## src/rtl/cache_lru_ctrl.sv

```systemverilog
// cache_lru_ctrl: request controller for a fully associative, LRU-ordered cache
// whose entries live in an external enable-per-word shift register
// (entry 0 = MRU, entry LENGTH-1 = LRU). Read hits are served from the entries.
// Read misses fetch from memory and insert at MRU. All writes go through to
// memory; a write hit promotes the entry and a write miss allocates it.
// Ports:
//   clk, rst          clock, synchronous active-high reset
//   req_*             CPU request (valid/ready handshake; we, addr, wdata)
//   resp_*            one-cycle response pulse with read data and hit flag
//   mem_*             memory request (held until mem_ack) and read data return
//   sr_en, sr_d       per-entry shift enables and MRU insert value
//   sr_q              packed shift register contents, entry i at [ENTRY_W*i +: ENTRY_W]
module cache_lru_ctrl #(
  parameter int unsigned LENGTH = 8,
  parameter int unsigned ADDR_W = 16,
  parameter int unsigned DATA_W = 8
) (
  input  logic                        clk,
  input  logic                        rst,
  input  logic                        req_valid,
  output logic                        req_ready,
  input  logic                        req_we,
  input  logic [ADDR_W-1:0]           req_addr,
  input  logic [DATA_W-1:0]           req_wdata,
  output logic                        resp_valid,
  output logic [DATA_W-1:0]           resp_rdata,
  output logic                        resp_hit,
  output logic                        mem_req,
  output logic                        mem_we,
  output logic [ADDR_W-1:0]           mem_addr,
  output logic [DATA_W-1:0]           mem_wdata,
  input  logic                        mem_ack,
  input  logic [DATA_W-1:0]           mem_rdata,
  output logic [LENGTH-1:0]           sr_en,
  output logic [1+ADDR_W+DATA_W-1:0]  sr_d,
  input  logic [LENGTH*(1+ADDR_W+DATA_W)-1:0] sr_q
);

  localparam int unsigned ENTRY_W = 1 + ADDR_W + DATA_W;
  localparam int unsigned IDX_W   = (LENGTH > 1) ? $clog2(LENGTH) : 1;

  typedef enum logic [1:0] {
    IDLE   = 2'd0,
    CHECK  = 2'd1,
    MEM_RD = 2'd2,
    MEM_WR = 2'd3
  } state_e;

  state_e              state_q, state_d;
  logic                we_q, we_d;
  logic [ADDR_W-1:0]   addr_q, addr_d;
  logic [DATA_W-1:0]   wdata_q, wdata_d;
  logic                hit_q, hit_d;
  logic [IDX_W-1:0]    hit_idx_q, hit_idx_d;

  logic                lookup_hit;
  logic [IDX_W-1:0]    lookup_idx;
  logic [ENTRY_W-1:0]  lookup_entry;
  logic [IDX_W-1:0]    mask_idx;
  logic [LENGTH-1:0]   promote_mask;

  // State and latched request
  always_ff @(posedge clk) begin
    if (rst) begin
      state_q   <= IDLE;
      we_q      <= 1'b0;
      addr_q    <= '0;
      wdata_q   <= '0;
      hit_q     <= 1'b0;
      hit_idx_q <= '0;
    end else begin
      state_q   <= state_d;
      we_q      <= we_d;
      addr_q    <= addr_d;
      wdata_q   <= wdata_d;
      hit_q     <= hit_d;
      hit_idx_q <= hit_idx_d;
    end
  end

  // Tag lookup; descending scan so the lowest matching index wins.
  // The empty bit (MSB) excludes the all-ones reset entries.
  always_comb begin
    lookup_hit   = 1'b0;
    lookup_idx   = '0;
    lookup_entry = '0;
    for (int i = int'(LENGTH) - 1; i >= 0; i--) begin
      if (!sr_q[ENTRY_W*i + ENTRY_W - 1] &&
          (sr_q[ENTRY_W*i + DATA_W +: ADDR_W] == addr_q)) begin
        lookup_hit   = 1'b1;
        lookup_idx   = IDX_W'(i);
        lookup_entry = sr_q[ENTRY_W*i +: ENTRY_W];
      end
    end
  end

  // Promotion enables: shift entries 0..k so entry k is overwritten from above
  always_comb begin
    mask_idx     = (state_q == CHECK) ? lookup_idx : hit_idx_q;
    promote_mask = '0;
    for (int j = 0; j < int'(LENGTH); j++) begin
      promote_mask[j] = (j <= int'(mask_idx));
    end
  end

  // Next state and request latch
  always_comb begin
    state_d   = state_q;
    we_d      = we_q;
    addr_d    = addr_q;
    wdata_d   = wdata_q;
    hit_d     = hit_q;
    hit_idx_d = hit_idx_q;
    case (state_q)
      IDLE: begin
        if (req_valid) begin
          we_d    = req_we;
          addr_d  = req_addr;
          wdata_d = req_wdata;
          state_d = CHECK;
        end
      end
      CHECK: begin
        hit_d     = lookup_hit;
        hit_idx_d = lookup_idx;
        if (we_q)            state_d = MEM_WR;
        else if (lookup_hit) state_d = IDLE;
        else                 state_d = MEM_RD;
      end
      MEM_RD, MEM_WR: begin
        if (mem_ack) state_d = IDLE;
      end
      default: state_d = IDLE;
    endcase
  end

  // Outputs; response, memory request and enables are suppressed during rst
  always_comb begin
    req_ready  = (state_q == IDLE);
    resp_valid = 1'b0;
    resp_rdata = '0;
    resp_hit   = 1'b0;
    mem_req    = 1'b0;
    mem_we     = 1'b0;
    mem_addr   = addr_q;
    mem_wdata  = wdata_q;
    sr_en      = '0;
    sr_d       = '0;
    case (state_q)
      CHECK: begin
        if (!we_q && lookup_hit) begin
          resp_valid = 1'b1;
          resp_hit   = 1'b1;
          resp_rdata = lookup_entry[DATA_W-1:0];
          sr_en      = promote_mask;
          sr_d       = lookup_entry;
        end
      end
      MEM_RD: begin
        mem_req = 1'b1;
        if (mem_ack) begin
          resp_valid = 1'b1;
          resp_rdata = mem_rdata;
          sr_en      = '1;
          sr_d       = {1'b0, addr_q, mem_rdata};
        end
      end
      MEM_WR: begin
        mem_req = 1'b1;
        mem_we  = 1'b1;
        if (mem_ack) begin
          resp_valid = 1'b1;
          resp_hit   = hit_q;
          sr_en      = hit_q ? promote_mask : '1;
          sr_d       = {1'b0, addr_q, wdata_q};
        end
      end
      default: ;
    endcase
    if (rst) begin
      resp_valid = 1'b0;
      mem_req    = 1'b0;
      mem_we     = 1'b0;
      sr_en      = '0;
    end
  end

endmodule

```

## config.mk

```make
export PLATFORM = sky130hd
export DESIGN_NAME = cache_lru_ctrl
export DESIGN_NICKNAME = d
export VERILOG_FILES = /design/src/rtl/cache_lru_ctrl.sv
export SDC_FILE = /design/constraint.sdc
export NUM_CORES = 1
export LEC_CHECK = 0
export ABC_CLOCK_PERIOD_IN_PS = 3500
export BUFFER_PORTS_ARGS = -buffer_cell sky130_fd_sc_hd__buf_2
export CORE_AREA = 2 2 120 122
export CTS_CLUSTER_DIAMETER = 40
export DETAILED_ROUTE_END_ITERATION = 8
export DIE_AREA = 0 0 122 124
export GPL_TIMING_DRIVEN = 0
export PLACE_DENSITY = 0.71
export SYNTH_ARGS = -nofsm -noshare
export SYNTH_HDL_FRONTEND = slang
export SYNTH_SLANG_ARGS = --single-unit
```

## constraint.sdc

```tcl
create_clock -name clk -period 3.5 [get_ports clk]
set_input_delay 0.35 -clock clk [delete_from_list [all_inputs] [get_ports clk]]
set_output_delay 0.35 -clock clk [all_outputs]
set_load 0.005 [all_outputs]
```

==> flow_metrics.py <==
metrics = {
    "finish": {
        "area_growth_pct": 53.32,
        "drive_gt1_share_pct": 44.49,
        "utilization_pct": 58.69,
        "nets": 1357,
    },
    "critical_path": {
        "cp-end-kind": "output port",
        "timing.rr.start": "mem_addr[4]",
        "worst_setup_path_start_kind": "flop",
        "slowest_stage": "nor4_4",
        "cp_data_required_time_ns": 3.15,
        "path_class": "flop to output port",
        "worstPathArrival_ns": 3.17,
        "cpMostUsedCell": "buf_6",
        "cp_slowest_stage_delay_ns": 0.43,
        "r2r_setup_slack_ns": 0.75,
        "r2r_end": "state_q[1]",
        "worstPathMaxFanout": 7,
        "path_cells": "buf_6, buf_6, xor2_2, nor4_2, nand3_2, nor4_4, nor2_4, a41oi_4, buf_6, buf_6, o21ai_0, o31ai_1, buf_2",
        "r2r_cells": 11,
    },
    "placement": {
        "gp_congestion": 1.021,
        "portBuffers": 304,
        "dp_hpwl_mm": 21.65,
    },
    "floorplanning": {
        "core_sq_um": 13720,
        "rows": 43,
        "die_area_sq_um": 15130,
        "num_io_pins": 307,
        "initial_core_util_pct": 38.28,
        "dieHeight_um": 124,
        "fp.dieW_um": 122,
    },
    "routing": {
        "drt_first_pass_iters": 7,
        "drc_errors": 0,
        "avgViaCountPerCell": 5.822,
        "ant_nets": 0,
        "first_iter_violations": 634,
        "wl_per_cell_um": 20.80,
        "vias": 7574,
        "routed_wl_mm": 27.07,
    },
    "sta": {
        "finalHoldViolCount": 0,
        "layout_setup_ws_ns": -0.02120,
        "rsz0062_at_grt": "true",
        "slew_headroom_pct": 55.83,
        "setup_violations": 4,
        "fmax_mhz": 284.0,
        "tightest_slew_ns": 0.6625,
        "finalCritPeriodShare_pct": 100.6,
        "drv_slew": 0,
        "fin_skew_ns": 0.003222,
        "tns_ns": -0.05672,
        "fin_crit_ns": 3.521,
    },
    "hold_path": {
        "min_to": "mem_addr[6]",
        "min_from": "req_addr[6]",
        "hp-class": "input port to flop",
        "holdPathStages": 3,
    },
    "power": {
        "power_density_nw_per_um2": 248.4,
        "p_seq_share_pct": 21.4,
        "p_leak_nw": 3.523,
        "intPower_w": 0.001202,
        "p_switching_w": 0.0007977,
        "clkPwrFrac_pct": 25.6,
        "switching_share_pct": 39.89,
        "finalPower_w": 0.002000,
        "share_comb_of_total_power_pct": 53.0,
        "vdd_ir_drop_max_v": 0.0003052,
    },
    "logic_synthesis": {
        "ys_ff_latch": 31,
        "seq_area_frac_synth_pct": 11.82,
        "synth_most_common_cell": "nand2_1",
        "synth_edf_count": 0,
        "avgSynthCellArea_sq_um": 6.758,
        "ys_top_cells_by_area": "dfxtp_1 12%, xnor2_1 10%, xor2_1 10%, nand2_1 9.6%, nor2_1 5.2%",
        "synth_flop_cell": "dfxtp_1",
        "ys_top_cells_by_count": "134 x nand2_1, 73 x nor2_1, 62 x xnor2_1, 62 x xor2_1, 53 x a21oi_1",
        "syn-instance-count": 777,
        "yosys.area.top_type": "dfxtp_1",
        "synth_area_sq_um": 5251,
        "synth_warnings": 0,
        "synth.distinct_cells": 51,
        "synth.top_cell.area_share_pct": 11.82,
        "synth_nets": 1018,
        "synth-async-reset-ratio_pct": 0,
    },
    "global_route": {
        "grt_max_degree": 17,
        "grt.overflow.total": 0,
        "track_usage_pct": 32.54,
        "antenna_found_initial": 4,
        "grt_first_pass_wirelength_mm": 37.77,
        "grt_pass1_vias": 6888,
    },
    "clock_network": {
        "cts_htree_levels": 2,
        "cts_hold_buf": 0,
        "cts_num_sinks": 31,
        "clk_path_buf_depth": 2,
        "cts_tree": "built",
        "path_clk_slew_ns": 0.05,
        "insertion_delay_ns": 0.28,
        "ctsRootBufferMaster": "clkbuf_16",
        "cts_inserted_buffers": 5,
    },
    "run_status": {
        "outcome": "finished, violations left",
        "violations": "setup timing",
    },
    "job": {
        "drv_cap": 0,
    },
}
-- worst max path at each step --
stage | slack (ns) | startpoint | endpoint | depth (start not counted)
6_report | -0.02 | mem_addr[6] | sr_d[15] | 13
5_1_grt | -0.13 | mem_addr[6] | sr_d[13] | 14
4_1_cts | -0.04 | mem_addr[8] | sr_d[22] | 11
3_5_place_dp | -0.33 | mem_addr[11] | sr_d[23] | 11
3_3_place_gp | -0.47 | mem_addr[11] | sr_d[23] | 11
2_1_floorplan | 0.79 | mem_addr[11] | sr_d[13] | 11
-- layout by cell type (no fill, tap or decap), types with 8 or more instances in the layout --
cell	synthesis	layout
buf_2	9	308
nand2b_1	11	11
o31ai_1	28	14
nor3_1	18	16
buf_4	8	27
nand3b_1	8	8
clkbuf_2	0	11
xor2_1	62	61
o221a_2	16	16
a311oi_2	0	8
dfxtp_1	31	29
a31oi_1	11	9
o21ai_0	23	12
xnor2_1	62	62
nand3_1	30	29
a311oi_1	17	9
nor2_2	0	10
clkbuf_1	40	22
nand2_1	134	131
a21oi_1	53	51
nand4_1	16	16
nor4_1	15	8
nor2_1	73	61
o21ai_2	0	10
o31ai_2	0	9
buf_6	9	27
-- power by group through the flow --
stage	Combinational [W]	Clock, W	Sequential (W)
after floorplan	0.000569	0	0.000427
after global placement	0.000951	0	0.000429
after detailed placement	0.000952	0	0.000430
after CTS	0.000983	0.000516	0.000424
after global routing	0.00114	0.000528	0.000431
final	0.00106	0.000512	0.000427
-- metal layers --
metal	track usage (%)	part of all wire, %
met5	0	0.10
met4	12.43	3.7
met3	7.738	9.6
met2	53.74	46
met1	41.07	40
-- critical path: cells and delay by family (launching register included) --
kind,cells,cell delay [ns]
buffers and inverters,5,0.71
AO/OA/AOI/OAI,3,0.69
AND/OR/NAND/NOR,4,1.03
XOR/XNOR,1,0.14
flip-flops,1,0.32
-- registers in the layout, summed over array words and instances, names as in the netlist --
signal and cells:
mem_addr 16, mem_wdata 8, hit_idx_q 3, state_q 2
hit_q 1, we_q 1
-- logic make-up (layout without fill, tap and decap cells) --
family,count (synthesis),count (layout),share of synthesized area (%)
DFF,31,31,11.82
AOI/OAI and AO/OA,213,213,30.00
buffers and inverters,76,416,7.505
adders and majority gates,4,4,0.9531
and+or+nand+nor,328,328,28.97
other,1,5,0.07141
xor gates and xnor gates,124,124,20.68
-- stage by stage --
step	instance area [sq um]	std cells	worst slack [ns]	hold slack, ns
finish	8051	1301	-0.02120	0.2990
global placement	6998	1261	-0.4691	0.4678
floorplan	5251	777	0.7851	0.4541
CTS	7501	1284	-0.04105	0.3006
detailed placement	6998	1261	-0.3343	0.4744
global route	8041	1297	-0.1329	0.3134
-- final cells by class --
cell class	count	area, sq um
antenna	4	10.01
buffer	67	455.4
clock buffer	6	138.9
clock inverter	2	35.03
fill	1410	5668
inverter	7	26.28
multi-input combinational	670	4741
sequential	31	623.1
tap	180	225.2
timing repair buffer	334	1797
-- timing repair --
item,in CTS,in global routing
cloned,0,2
setup buffers,16,14
setup endpoints to repair,38,37
pin swaps,15,36
gates resized for setup,59,128
No activity file was read; power rests on OpenSTA's default activity.
